--- src/rtl/ttt_pkg.sv ---
// Shared types and constants for the tic-tac-toe turn scheduler.
// Optional feature macro used by this slice: TTT_AUTO_PC_EN (computer auto-pick on timeout).
package ttt_pkg;

    typedef enum logic [2:0] {
        S_IDLE,
        S_P_WAIT,
        S_P_CHECK,
        S_P_COMMIT,
        S_C_WAIT,
        S_C_CHECK,
        S_C_COMMIT,
        S_OVER
    } state_t;

    // Per-cell board codes
    localparam logic [1:0] CELL_EMPTY  = 2'b00;
    localparam logic [1:0] CELL_PLAYER = 2'b01;
    localparam logic [1:0] CELL_PC     = 2'b10;

    // Game result codes from the game core
    localparam logic [1:0] WHO_NONE   = 2'b00;
    localparam logic [1:0] WHO_PLAYER = 2'b01;
    localparam logic [1:0] WHO_PC     = 2'b10;
    localparam logic [1:0] WHO_DRAW   = 2'b11;

    // Turn indication
    localparam logic [1:0] TURN_IDLE   = 2'b00;
    localparam logic [1:0] TURN_PLAYER = 2'b01;
    localparam logic [1:0] TURN_PC     = 2'b10;

    localparam logic [7:0] ASCII_ONE  = 8'h31;
    localparam logic [7:0] ASCII_NINE = 8'h39;

    localparam logic [3:0] MAX_MOVES = 4'd9;

    // Board code of cell pos (1..9); out-of-range positions read as empty
    function automatic logic [1:0] cell_at(input logic [17:0] board, input logic [3:0] pos);
        logic [1:0] code;
        code = CELL_EMPTY;
        for (int i = 1; i <= 9; i++) begin
            if (pos == 4'(i)) code = board[2*i-2 +: 2];
        end
        return code;
    endfunction

endpackage

--- src/rtl/ttt_move_check.sv ---
// Combinational move checker shared by the player and computer turn paths:
// cell lookup, range check and (with TTT_AUTO_PC_EN) lowest-free-cell finder.
module ttt_move_check
    import ttt_pkg::*;
(
    input  logic [17:0] i_board,
    input  logic [7:0]  i_code,     // ASCII digit when i_ascii, else zero-extended cell number
    input  logic        i_ascii,
    output logic [3:0]  o_pos,
    output logic [1:0]  o_cell,
    output logic        o_valid
`ifdef TTT_AUTO_PC_EN
    ,
    output logic        o_free_found,
    output logic [3:0]  o_free_pos
`endif
);

    logic w_in_range;

    // Range check on the full code, then cell lookup; ASCII '1'..'9' carry the cell in the low nibble
    always_comb begin
        // NOTE: every output gets a default first so no path through the block can infer a latch.
        w_in_range = 1'b0;
        if (i_ascii) begin
            w_in_range = (i_code >= ASCII_ONE) && (i_code <= ASCII_NINE);
        end else begin
            w_in_range = (i_code >= 8'd1) && (i_code <= 8'd9);
        end
        o_pos   = i_code[3:0];
        o_cell  = cell_at(i_board, o_pos);
        o_valid = w_in_range && (o_cell == CELL_EMPTY);
    end

`ifdef TTT_AUTO_PC_EN
    // Scan from cell 9 down so the last hit is the lowest-numbered empty cell
    always_comb begin
        o_free_found = 1'b0;
        o_free_pos   = 4'd0;
        for (int i = 9; i >= 1; i--) begin
            if (i_board[2*i-2 +: 2] == CELL_EMPTY) begin
                o_free_found = 1'b1;
                o_free_pos   = 4'(i);
            end
        end
    end
`endif

endmodule

--- src/rtl/ttt_turn_scheduler.sv ---
// Turn controller between the UART RX FIFO / computer move source and the
// tic-tac-toe game core. Validates moves, issues play/pc strobes, tracks turn,
// move count and game end. All outputs are registered.
// Optional feature macro: TTT_AUTO_PC_EN -- computer auto-picks the lowest free
// cell after PC_TIMEOUT cycles in C_WAIT; without it C_WAIT waits indefinitely.
module ttt_turn_scheduler
    import ttt_pkg::*;
#(
    parameter int PC_TIMEOUT = 50_000_000,
    parameter int CNT_W      = 26
) (
    input  logic        clk,
    input  logic        reset,
    input  logic        start,
    input  logic        rx_empty,
    input  logic [7:0]  r_data,
    output logic        rd_uart,
    input  logic        pc_valid,
    input  logic [3:0]  pc_position,
    input  logic [17:0] board,
    input  logic [1:0]  who,
    output logic        play,
    output logic [3:0]  player_position,
    output logic        pc,
    output logic [3:0]  computer_position,
    output logic [1:0]  turn,
    output logic [3:0]  move_count,
    output logic        bad_move,
    output logic        game_over
);

    // Elaboration guard: the timeout counter must be able to hold PC_TIMEOUT
    if ((PC_TIMEOUT < 1) || ((PC_TIMEOUT >> CNT_W) != 0)) begin : g_cfg_check
        $error("CNT_W is too narrow for PC_TIMEOUT");
    end

    state_t      r_state, w_state_next;
    logic [7:0]  r_rx_byte, w_rx_byte_next;
    logic [3:0]  r_pc_req, w_pc_req_next;
    logic        r_rd_uart, w_rd_uart_next;
    logic        r_play, w_play_next;
    logic [3:0]  r_player_pos, w_player_pos_next;
    logic        r_pc, w_pc_next;
    logic [3:0]  r_computer_pos, w_computer_pos_next;
    logic [1:0]  r_turn, w_turn_next;
    logic [3:0]  r_move_count, w_move_count_next;
    logic        r_bad_move, w_bad_move_next;
    logic        r_game_over, w_game_over_next;

    logic [7:0]  w_chk_code;
    logic        w_chk_ascii;
    logic [3:0]  w_chk_pos;
    logic [1:0]  w_chk_cell;
    logic        w_chk_valid;
    logic [3:0]  w_count_inc;

`ifdef TTT_AUTO_PC_EN
    localparam logic [CNT_W-1:0] TIMER_LAST = CNT_W'(PC_TIMEOUT - 1);
    logic [CNT_W-1:0] r_pc_timer, w_pc_timer_next;
    logic             w_free_found;
    logic [3:0]       w_free_pos;
`endif

    assign w_count_inc = r_move_count + 4'd1;

    // Select what the shared checker looks at: the RX byte, the requested PC cell, or the cell being committed
    always_comb begin
        w_chk_code  = {4'd0, r_pc_req};
        w_chk_ascii = 1'b0;
        case (r_state)
            S_P_CHECK: begin
                w_chk_code  = r_rx_byte;
                w_chk_ascii = 1'b1;
            end
            S_P_COMMIT: w_chk_code = {4'd0, r_player_pos};
            S_C_COMMIT: w_chk_code = {4'd0, r_computer_pos};
            default: ;
        endcase
    end

    ttt_move_check u_move_check (
        .i_board      (board),
        .i_code       (w_chk_code),
        .i_ascii      (w_chk_ascii),
        .o_pos        (w_chk_pos),
        .o_cell       (w_chk_cell),
        .o_valid      (w_chk_valid)
`ifdef TTT_AUTO_PC_EN
        ,
        .o_free_found (w_free_found),
        .o_free_pos   (w_free_pos)
`endif
    );

    // Next-state and next-output logic; start overrides every other event
    always_comb begin
        w_state_next        = r_state;
        w_rx_byte_next      = r_rx_byte;
        w_pc_req_next       = r_pc_req;
        w_rd_uart_next      = 1'b0;
        w_play_next         = 1'b0;
        w_pc_next           = 1'b0;
        w_player_pos_next   = r_player_pos;
        w_computer_pos_next = r_computer_pos;
        w_move_count_next   = r_move_count;
        w_bad_move_next     = r_bad_move;
`ifdef TTT_AUTO_PC_EN
        w_pc_timer_next     = '0;
`endif
        if (start) begin
            w_state_next      = S_P_WAIT;
            w_move_count_next = 4'd0;
            w_bad_move_next   = 1'b0;
        end else begin
            case (r_state)
                S_IDLE: ;
                S_P_WAIT: begin
                    if (!rx_empty) begin
                        w_rx_byte_next = r_data;
                        w_rd_uart_next = 1'b1;
                        w_state_next   = S_P_CHECK;
                    end
                end
                S_P_CHECK: begin
                    if (w_chk_valid) begin
                        w_play_next       = 1'b1;
                        w_player_pos_next = w_chk_pos;
                        w_state_next      = S_P_COMMIT;
                    end else begin
                        w_bad_move_next = 1'b1;
                        w_state_next    = S_P_WAIT;
                    end
                end
                S_P_COMMIT: begin
                    if (w_chk_cell == CELL_PLAYER) begin
                        w_move_count_next = w_count_inc;
                        w_bad_move_next   = 1'b0;
                        w_state_next      = ((who != WHO_NONE) || (w_count_inc == MAX_MOVES))
                                            ? S_OVER : S_C_WAIT;
                    end
                end
                S_C_WAIT: begin
                    if (pc_valid) begin
                        w_pc_req_next = pc_position;
                        w_state_next  = S_C_CHECK;
                    end
`ifdef TTT_AUTO_PC_EN
                    else if (r_pc_timer == TIMER_LAST) begin
                        // Auto-pick behaves like an accepted computer move
                        if (w_free_found) begin
                            w_pc_next           = 1'b1;
                            w_computer_pos_next = w_free_pos;
                            w_state_next        = S_C_COMMIT;
                        end
                    end else begin
                        w_pc_timer_next = r_pc_timer + 1'b1;
                    end
`endif
                end
                S_C_CHECK: begin
                    if (w_chk_valid) begin
                        w_pc_next           = 1'b1;
                        w_computer_pos_next = w_chk_pos;
                        w_state_next        = S_C_COMMIT;
                    end else begin
                        w_bad_move_next = 1'b1;
                        w_state_next    = S_C_WAIT;
                    end
                end
                S_C_COMMIT: begin
                    if (w_chk_cell == CELL_PC) begin
                        w_move_count_next = w_count_inc;
                        w_bad_move_next   = 1'b0;
                        w_state_next      = ((who != WHO_NONE) || (w_count_inc == MAX_MOVES))
                                            ? S_OVER : S_P_WAIT;
                    end
                end
                S_OVER: ;
                default: w_state_next = S_IDLE;
            endcase
        end

        // Turn and game_over follow the state being entered so they stay aligned with it
        w_turn_next = TURN_IDLE;
        case (w_state_next)
            S_P_WAIT, S_P_CHECK, S_P_COMMIT: w_turn_next = TURN_PLAYER;
            S_C_WAIT, S_C_CHECK, S_C_COMMIT: w_turn_next = TURN_PC;
            default: ;
        endcase
        w_game_over_next = (w_state_next == S_OVER);
    end

    // State register
    always_ff @(posedge clk or posedge reset) begin
        // NOTE: sequential state uses non-blocking assignments so every register samples pre-edge values.
        if (reset) r_state <= S_IDLE;
        else       r_state <= w_state_next;
    end

    // Registered outputs and move latches
    always_ff @(posedge clk or posedge reset) begin
        if (reset) begin
            r_rx_byte      <= 8'd0;
            r_pc_req       <= 4'd0;
            r_rd_uart      <= 1'b0;
            r_play         <= 1'b0;
            r_player_pos   <= 4'd0;
            r_pc           <= 1'b0;
            r_computer_pos <= 4'd0;
            r_turn         <= TURN_IDLE;
            r_move_count   <= 4'd0;
            r_bad_move     <= 1'b0;
            r_game_over    <= 1'b0;
        end else begin
            r_rx_byte      <= w_rx_byte_next;
            r_pc_req       <= w_pc_req_next;
            r_rd_uart      <= w_rd_uart_next;
            r_play         <= w_play_next;
            r_player_pos   <= w_player_pos_next;
            r_pc           <= w_pc_next;
            r_computer_pos <= w_computer_pos_next;
            r_turn         <= w_turn_next;
            r_move_count   <= w_move_count_next;
            r_bad_move     <= w_bad_move_next;
            r_game_over    <= w_game_over_next;
        end
    end

`ifdef TTT_AUTO_PC_EN
    // Computer-move timeout counter; runs only while waiting in C_WAIT
    always_ff @(posedge clk or posedge reset) begin
        if (reset) r_pc_timer <= '0;
        else       r_pc_timer <= w_pc_timer_next;
    end
`endif

    assign rd_uart           = r_rd_uart;
    assign play              = r_play;
    assign player_position   = r_player_pos;
    assign pc                = r_pc;
    assign computer_position = r_computer_pos;
    assign turn              = r_turn;
    assign move_count        = r_move_count;
    assign bad_move          = r_bad_move;
    assign game_over         = r_game_over;

endmodule

--- config.mk ---
export PLATFORM = sky130hd
export DESIGN_NAME = ttt_turn_scheduler
export DESIGN_NICKNAME = d
export VERILOG_FILES = /design/src/rtl/ttt_pkg.sv /design/src/rtl/ttt_move_check.sv /design/src/rtl/ttt_turn_scheduler.sv
export SDC_FILE = /design/constraint.sdc
export NUM_CORES = 1
export LEC_CHECK = 0
export ABC_AREA = 0
export CAP_MARGIN = 20
export CELL_PAD_IN_SITES_DETAIL_PLACEMENT = 0
export CELL_PAD_IN_SITES_GLOBAL_PLACEMENT = 1
export CORE_UTILIZATION = 40
export CTS_BUF_LIST = sky130_fd_sc_hd__clkbuf_16
export CTS_CLUSTER_SIZE = 12
export DETAILED_ROUTE_END_ITERATION = 16
export GPL_TIMING_DRIVEN = 0
export PLACE_DENSITY_LB_ADDON = 0.1
export SLEW_MARGIN = 20
export SYNTH_ARGS = -nofsm -noshare
export SYNTH_HDL_FRONTEND = slang
export SYNTH_SLANG_ARGS = --single-unit
--- constraint.sdc ---
create_clock -name clk -period 4.6 [get_ports clk]
set_clock_uncertainty 0.05 [all_clocks]
set_input_delay 0.92 -clock clk [delete_from_list [all_inputs] [get_ports clk]]
set_output_delay 0.92 -clock clk [all_outputs]
set_load 0.02 [all_outputs]
; ---- Word-level counts from Yosys, hierarchy flattened
; Index checks and enable logic that the tools add are counted.
; W data, S select, Z words.
[word_totals]
in_bits = 37
out_inout_bits = 19
elab_cells = 104
register_bits = 34
[op_classes]
n_eq_ne = 28
order_cmp = 4
reduce_logical = 17
n_mux = 40
bitwise_logic = 2
n_addsub = 1
[ops]
columns = operator, n
row1 = $mux W2, 12
row2 = $pmux W8 S3, 1
row3 = $eq A3 B3 Y1 const B, 7
row4 = $mux W3, 6
row5 = $pmux W3 S6, 1
row6 = $eq A4 B3 Y1 const B, 4
row7 = $reduce_and A3 Y1, 5
row8 = $mux W1, 14
row9 = $eq A3 B2 Y1 const B, 4
row10 = $eq A4 B4 Y1 const B, 3
row11 = $mux W4, 3
row12 = $ne A3 B3 Y1 const B, 3
row13 = $eq A4 B2 Y1 const B, 2
row14 = $ge A8 B1 Y1 const B, 1
row15 = $ge A8 B6 Y1 const B, 1
row16 = $le A8 B4 Y1 const B, 1
row17 = $le A8 B6 Y1 const B, 1
row18 = $pmux W4 S2, 1
row19 = $eq A3 B1 Y1 const B, 2
row20 = $reduce_or A3 Y1, 2
row21 = $add A4 B1 Y4 const B, 1
row22 = $eq A4 B1 Y1 const B, 1
row23 = $pmux W2 S2, 1
row24 = $reduce_and A4 Y1, 1
row25 = 11 further kinds, 14

; ---- Longest topological paths before layout
[logic_depth]
depth_word = 20
mapped_depth = 13
mapped_depth_nobuf = 10

; ---- Cells and area by module
; From an unflattened synthesis, not the netlist that was laid out.
[hier_totals]
hier_cells = 213
area_unflattened_um2 = 2049.5
[modules_own_cells]
columns = module, n_inst, area_per_inst_um2, cells_each, seq_area_each_um2
row1 = ttt_turn_scheduler, 1, 1719.1, 167, 850.8
row2 = ttt_move_check, 1, 330.3, 46, 0.0

; ---- Worst setup path before layout
; OpenSTA, ideal clock, no wires.
[synth_timing]
path_kind = reg2reg
startpoint = reg r_state[2]
endpoint = reg r_turn[1] (netlist: turn[1])
setup_time_ns = 0.107
required_ns = 4.443
stages_incl_launch_ff = 12
synth_period_minus_slack_ns = 2.955
t_arrival_ns = 2.798
path_slack_ns = 1.645
n_path_buf = 3
cell_sequence = dfrtp_1 > buf_6 > buf_6 > mux2_4 > o221a_4 > a311oi_2 > a311oi_2 > or3_1 > buf_4 > or3_4 > o2111a_1 > a2111oi_4
[synth_between]
elab_chain_cells = 20
word_cells_on_any_way = 54
cone_classes = order compare: 4 / eq/ne: 23 / mux: 21 / reduce/logical: 6
[synth_lines]
columns = item, line
row1 = "start, declared", ttt_turn_scheduler.sv:37  ; state_t r_state, w_state_next;
row2 = "start signal, assigned", ttt_turn_scheduler.sv:197  ; else r_state <= w_state_next;
row3 = $eq A3 B3 Y1 or $eq A3 B2 Y1 (tied branches), "ttt_turn_scheduler.sv:70, ttt_turn_scheduler.sv:115"
row4 = $pmux W8 S3, ttt_turn_scheduler.sv:70  ; case (r_state)
row5 = $eq A4 B1 Y1, ttt_pkg.sv:42  ; if (pos == 4'(i)) code = board[2*i-2 +: 2];
row6 = $mux W2 (9 in a row), ttt_pkg.sv:42
row7 = $logic_not A2 Y1, ttt_move_check.sv:32  ; o_valid = w_in_range && (o_cell == CELL_EMPTY);
row8 = $logic_and A1 B1 Y1, ttt_move_check.sv:32
row9 = "$mux W2, on equally long branches", "ttt_turn_scheduler.sv:161, ttt_turn_scheduler.sv:125"
row10 = $pmux W3 S6 *, ttt_turn_scheduler.sv:115  ; case (r_state)
row11 = $mux W3 *, ttt_turn_scheduler.sv:110  ; if (start) begin
row12 = $eq A3 B3 Y1 (tied with other cells), ttt_turn_scheduler.sv:185  ; case (w_state_next)
row13 = $reduce_or A3 Y1, ttt_turn_scheduler.sv:185
row14 = $pmux W2 S2 *, ttt_turn_scheduler.sv:185
row15 = net w_turn_next[1], ttt_turn_scheduler.sv:45  ; logic [1:0] r_turn, w_turn_next;
row16 = "end signal, assigned", ttt_turn_scheduler.sv:222  ; r_turn <= w_turn_next;
row17 = "end, declared", ttt_turn_scheduler.sv:45
; Mark *: on every way through the listed nets, which the timed path passes. The rest lies on a longest branch.
; A chain may end at the register's enable or synchronous reset.

; ---- Worst setup path after layout
[layout_timing]
startpoint = reg r_state[1]
endpoint = reg r_computer_pos[2] (netlist: computer_position[2])
[layout_between]
elab_chain_cells = 15
word_cells_on_any_way = 34
cone_classes = order compare: 4 / eq/ne: 13 / mux: 12 / reduce/logical: 5
[layout_lines]
columns = item, line
row1 = $eq A3 B3 Y1 or $eq A3 B2 Y1 (tied branches), ttt_turn_scheduler.sv:70
row2 = $pmux W8 S3, ttt_turn_scheduler.sv:70
row3 = $eq A4 B1 Y1, ttt_pkg.sv:42
row4 = $mux W2 (9 in a row), ttt_pkg.sv:42
row5 = $logic_not A2 Y1, ttt_move_check.sv:32
row6 = $logic_and A1 B1 Y1, ttt_move_check.sv:32
row7 = $reduce_and A3 Y1 (no source line), n/a
row8 = "end signal, assigned", ttt_turn_scheduler.sv:221  ; r_computer_pos <= w_computer_pos_next;
row9 = "end, declared", ttt_turn_scheduler.sv:44  ; logic [3:0] r_computer_pos, w_computer_pos_next;
; Several ways; a longest one is shown, not always the timed one.

==> metrics.md <==
| Metric | Value |
|---|---|
| YS warnings | 0 |
| FF-to-FF Start | r_state[1]$_DFF_PP0_ |
| F_max | 0.298 GHz |
| Slew headroom | 32.7% |
| Max cap viols | 0 |
| Wire per inst | 16.1 um |
| Peak VDD IR | 0.000354 V |
| Final Hold Viols | 0 |
| Post-synth EDFFs | 0 |
| CTS H-tree lvls | 2 |
| Synth unique cells | 56 |
| RSZ-0062 raised after global routing | no |
| Synth area leader | dfrtp_1 |
| Die extent in x | 76.6 um |
| Vias per cell | 5.56 |
| Syn Inst Count | 220 |
| Reg-to-reg endpoint | computer_position[2]$_DFFE_PP0P_ |
| First-pass GRT wire length | 9.37 mm |
| Top post-synthesis cells by area | dfrtp_1 38%, mux2_2 11%, nor2_1 2.7%, mux2i_1 2.2%, o21ai_0 2.2% |
| Critical Path Most Common Cell | buf_2 |
| Post-synth ARST share | 100% |
| Syn Area/Cell | 10.1 um2 |
| Worst Setup End Kind | flip-flop |
| Placer Congestion | 0.820 |
| Area Growth Syn to Fin | 35.8% |
| Crit path max-delay family | simple AND/OR/NAND/NOR gates |
| Worst Reg-to-Reg Cells | 12 |
| Fin worst setup slack | 1.24 ns |
| Post-place setup slack | 1.07 ns |
| Core ar. | 5240 um2 |
| Slowest cell on crit path | dfrtp_1 |
| Die height | 76.6 um |
| Area of the die | 5860 um2 |
| IO Port Bufs | 55 |
| Post-route cell area | 3020 um2 |
| Worst Setup SP | r_state[1]$_DFF_PP0_ |
| Placed Instance Area | 2860 um2 |
| Pwr/cell area | 631 nW/um2 |
| Final Non-Filler Cells | 352 |
| CP max FO | 9 |
| DP Cell Count | 345 |
| Status | finished, final reports clean |
| Clock-pin slew on the worst setup and hold paths | 0.05 ns |
| Critical path startpoint category | flip-flop |
| GRT overflow | 0 |
| Synthesized Nets | 259 |
| WP buf/inv | 3 |
| Remaining DRCs | 0 |
| Starting density of the core | 42.5% |
| CTS buffer count | 5 |
| Fillers | 470 |
| Drt total wl | 5.67 mm |
| Crit path DAT | 3.47 ns |
| Routed Antenna Nets | 0 |
| Pleak | 1.23 nW |
| Setup Crit Path Kind | reg2reg |
| Num rows | 26 |
| ANT cells | 0 |
| Critical Path, Cell by Cell | nand2b_1 -> buf_2 -> o211ai_2 -> or2_1 -> buf_4 -> mux2_4 -> a311oi_2 -> nor3_1 -> nor3b_1 -> and4_1 -> buf_2 -> mux2_2 |
| Number of antenna violations at the first check in global routing | 0 |
| Hold Crit Class | reg2reg |
| Post-DP HPWL | 4.27 mm |
| Max Transition Viols Final | 0 |
| Min-delay src | r_rx_byte[5]$_DFFE_PP0P_ |
| Prevailing post-synth register cell | dfrtp_1 |
| Worst-Skew Late Latency | 0.28 ns |
| Final cycle utilization of the critical path | 73.0% |
| IO Count | 56 |
| Mapped cell area | 2220 um2 |
| CP Depth | 12 |
| Num Clock Sinks | 34 |
| Setup Buffers After CTS | 0 |
| Layout cells sized above 1 | 19.1% |
| Area of the multi-input gates | 1240 um2 |
| CP endpoint | computer_position[2]$_DFFE_PP0P_ |
| # hold bufs at CTS | 0 |
| Share of the synthesized area in the top cell type | 38.2% |
| CTS tree | yes |
| Minimum clock period | 3.36 ns |
| Max Root-Sink Buffers | 2 |
| Critical Path Max Stage Delay | 0.45 ns |
| Sequential share of the synthesized area | 38.2% |
| Synthesis-stage register bit count | 34 |
| Setup TNS | 0 ns |
| Post-CTS sizing | 0 |
| Setup violations, final | 0 |
| GRT Util Overall | 20.0% |
| Drt first pass iters | 5 |
| Iter 0 DRT Violations | 100 |
| Routed via count | 1,958 |
| Fin nets | 321 |
| Slew @ Worst Pin | 1.01 ns |
| Sequential cell area | 851 um2 |
| Largest net degree at the start of global routing | 35 |
| R2r setup slk | 1.24 ns |
| CTS Root Cell | clkbuf_16 |
| Crit path required time | 4.71 ns |
| Vias in the first global route | 1,872 |
[cells in the mapped netlist, types with 3 or more instances]
library cell / number
o21ai_0: 10
a211oi_1: 3
a311oi_1: 3
nand4b_1: 3
nand2_1: 10
nor2_1: 16
nand2b_1: 4
a21boi_0: 3
nand3_1: 7
and4_1: 3
buf_6: 3
buf_2: 5
a21oi_1: 9
mux2i_1: 5
or3_1: 4
clkbuf_1: 6
inv_1: 9
dfrtp_1: 34
nor3_1: 6
a31oi_1: 5
nor2b_1: 5
mux2_2: 21
[flip-flops by register name, summed over array words and instances (netlist names)]
register,count
play,1
turn,2
r_pc_req,4
game_over,1
computer_position,4
rd_uart,1
move_count,4
bad_move,1
player_position,4
r_rx_byte,8
r_state,3
pc,1
[power breakdown]
part / switching [mW] / total (mW) / internal, mW / leakage (nW)
Clock: 0.118 / 0.368 / 0.250 / 0.0773
Combinational: 0.586 / 1.07 / 0.479 / 0.717
Sequential: 0.0747 / 0.472 / 0.397 / 0.439
[worst min path at each step]
stage / to / cells past startpoint
after floorplan: r_rx_byte[0]$_DFFE_PP0P_ / 1
after global placement: r_rx_byte[5]$_DFFE_PP0P_ / 1
after detailed placement: r_rx_byte[6]$_DFFE_PP0P_ / 1
after CTS: r_rx_byte[6]$_DFFE_PP0P_ / 1
after global routing: r_rx_byte[5]$_DFFE_PP0P_ / 1
final: r_rx_byte[5]$_DFFE_PP0P_ / 1
[worst register-to-register path: stages, from the launching register on]
cell and delay [ns]:
dfrtp_1 0.45, nand2b_1 0.10, buf_2 0.23, o211ai_2 0.15, or2_1 0.22, buf_4 0.17
mux2_4 0.31, a311oi_2 0.28, nor3_1 0.17, nor3b_1 0.35, and4_1 0.25, buf_2 0.18
mux2_2 0.35
[layout make-up]
cell class,instances,area share [%]
Timing Repair Buffer,55,18.2
Multi-Input combinational cell,160,41.0
Clock inverter,2,1.12
Sequential cell,34,28.2
Buffer,16,3.19
Tap cell,70,2.90
Clock buffer,5,4.14
Inverter,10,1.24
[cell families (layout without fill, tap and decap cells)]
kind of cell / after synthesis / count (layout) / synth area share, %
and+or+nand+nor: 72 / 72 / 18.2
AOI/OAI and AO/OA: 57 / 57 / 21.7
DFF: 34 / 34 / 38.2
muxes: 29 / 29 / 14.7
buffers and inverters: 26 / 88 / 6.02
adders and majority gates: 2 / 2 / 1.12
[layer usage]
layer / vias up / share of wire [%] / track usage, %
met5: - / 0 / 0
met4: 0 / 1.0 / 5.19
met3: 7 / 4.9 / 4.43
met2: 56 / 44 / 30.4
met1: 947 / 50 / 28.7
li1: 948 / - / -
[metrics by stage]
step | util [%] | hold slack, ns | power [mW]
2_1_floorplan | - | 0.430 | 1.24
3_3_place_gp | 54.7 | 0.441 | 1.53
3_5_place_dp | 54.7 | 0.452 | 1.53
4_1_cts | 57.7 | 0.465 | 1.91
5_1_grt | 57.7 | 0.482 | 2.04
6_report | 57.7 | 0.463 | 1.91
[placed cells by master (no fill, tap or decap), drive strengths merged, types with 6 or more instances in the layout]
master and n:
o21ai 10, nor2 16, mux2 24, nor3 6, nand3 7, buf 10
inv 10, a21oi 9, clkdlybuf4s50 55, nand2 10, dfrtp 34, clkbuf 11
Power figures use the tool's default switching activity.
==> RTL edit (same settings) <==
Encoding of `state_t`: now one-hot (8 bits for 8 states).
--- a/src/rtl/ttt_pkg.sv
+++ b/src/rtl/ttt_pkg.sv
@@ -4,11 +4,11 @@
 
-    typedef enum logic [2:0] {
-        S_IDLE,
-        S_P_WAIT,
-        S_P_CHECK,
-        S_P_COMMIT,
-        S_C_WAIT,
-        S_C_CHECK,
-        S_C_COMMIT,
-        S_OVER
+    typedef enum logic [7:0] {
+        S_IDLE     = 8'b00000001,
+        S_P_WAIT   = 8'b00000010,
+        S_P_CHECK  = 8'b00000100,
+        S_P_COMMIT = 8'b00001000,
+        S_C_WAIT   = 8'b00010000,
+        S_C_CHECK  = 8'b00100000,
+        S_C_COMMIT = 8'b01000000,
+        S_OVER     = 8'b10000000
     } state_t;
Function: same outputs for any inputs over 10 cycles, from zero or initial values and one cycle with reset high; not proved beyond that.
==> RTL edit against the original RTL <==
- area after synthesis increased by 13%
- sequential cell count increased by 5
- cell area increased by 12%
- worst hold slack got worse by 0.0048 ns
- worst setup slack got worse by 0.81 ns
- routed wire length increased by 18%
Power is not compared: it rests on default switching activity, and its combinational part moved more than twofold at a synthesized area within 25%.
==> RTL edit: results <==
<?xml version="1.0" encoding="UTF-8"?>
<metrics>
  <group name="run_status">
    <metric name="outcome" unit="">completed</metric>
  </group>
  <group name="grt">
    <metric name="gr-usage-met1" unit="">0.289</metric>
    <metric name="grt_max_degree" unit="">22</metric>
    <metric name="gr-usage-all-layers" unit="">0.218</metric>
    <metric name="grt_use_met2" unit="">0.355</metric>
    <metric name="grt_pass1_vias" unit="">2161</metric>
    <metric name="use_met3" unit="">0.0528</metric>
  </group>
  <group name="synthesis">
    <metric name="synth_top_cells_by_count" unit="">sky130_fd_sc_hd__dfrtp_1 (38), sky130_fd_sc_hd__nand2_1 (28), sky130_fd_sc_hd__mux2_2 (15)</metric>
    <metric name="seq_area_frac_synth" unit="">0.389</metric>
    <metric name="synth_top_cells_by_area" unit="">sky130_fd_sc_hd__dfrtp_1 (38%), sky130_fd_sc_hd__mux2_2 (6.7%), sky130_fd_sc_hd__nand2_1 (4.2%)</metric>
    <metric name="yosys.area_share.xor_xnor" unit="">0.0134</metric>
    <metric name="synth-seq-cells" unit="">39</metric>
    <metric name="synth.distinct_cells" unit="">71</metric>
  </group>
  <group name="route">
    <metric name="drt_first_pass_iters" unit="">4</metric>
    <metric name="drt_first_iter_violations" unit="">67</metric>
    <metric name="metal_1_wl" unit="mm">3.15</metric>
    <metric name="routed-wl-met2" unit="mm">3.10</metric>
  </group>
  <group name="place">
    <metric name="hpwl" unit="mm">5.18</metric>
    <metric name="gp_routability_congestion" unit="">0.843</metric>
    <metric name="dp_worst_setup_slack" unit="ns">0.448</metric>
  </group>
  <group name="power">
    <metric name="pg_clk" unit="µW">466</metric>
  </group>
  <group name="timing">
    <metric name="min_period_over_period" unit="">0.906</metric>
    <metric name="timing.slew.headroom" unit="">0.531</metric>
  </group>
  <group name="final_layout">
    <metric name="clkCellAreaFrac" unit="">0.0580</metric>
    <metric name="multi_input_cells" unit="">193</metric>
    <metric name="num-nonclk-buffers" unit="">66</metric>
    <metric name="finalNetCount" unit="">357</metric>
    <metric name="fraction_of_final_layout_cells_sized_beyond_drive_strength_1" unit="">0.169</metric>
    <metric name="area.share.sequential" unit="">0.289</metric>
    <metric name="utilization" unit="">0.565</metric>
    <metric name="multi_input_area" unit="µm²">1420</metric>
    <metric name="layout.non_clock_inverters" unit="">13</metric>
    <metric name="layout.nonclk_buf_frac" unit="">0.192</metric>
  </group>
  <group name="worst_setup_path">
    <metric name="critical_path.max_stage_delay" unit="ns">0.59</metric>
    <metric name="cp-startpoint" unit="">r_state[3]$_DFF_PP0_</metric>
    <metric name="worstPathMaxFanout" unit="">10</metric>
    <metric name="worst_path_max_delay_cell" unit="">sky130_fd_sc_hd__nor3_2</metric>
    <metric name="worstSetupEndpoint" unit="">player_position[0]$_DFFE_PP0P_</metric>
    <metric name="arrival" unit="ns">4.30</metric>
  </group>
  <group name="min_path">
    <metric name="worst_hold_path.endpoint" unit="">r_rx_byte[7]$_DFFE_PP0P_</metric>
    <metric name="hp-start" unit="">r_rx_byte[7]$_DFFE_PP0P_</metric>
  </group>
</metrics>
## RTL edit: changes by cell type after synthesis, moves of 4 or more
cell and delta:
sky130_fd_sc_hd__nand2_1 +18, sky130_fd_sc_hd__mux2_2 -6, sky130_fd_sc_hd__or4b_1 +5, sky130_fd_sc_hd__clkbuf_1 -4
sky130_fd_sc_hd__dfrtp_1 +4, sky130_fd_sc_hd__inv_1 +4, sky130_fd_sc_hd__nor3_1 +4
## RTL edit: metrics by stage
step | std cells | hold slack (ns)
CTS | 394 | 0.463
detailed placement | 386 | 0.447
floorplan | 255 | 0.408
global route | 394 | 0.489
finish | 394 | 0.458
global placement | 385 | 0.441
## RTL edit: cell families (layout without fill, tap and decap cells)
| family | after synthesis | after routing |
|---|---|---|
| adders and majority gates | 2 | 2 |
| buffers and inverters | 23 | 87 |
| xor gates and xnor gates | 3 | 3 |
| muxes | 23 | 23 |
| AOI/OAI and AO/OA | 67 | 67 |
| DFF | 39 | 39 |
| and+or+nand+nor | 98 | 98 |
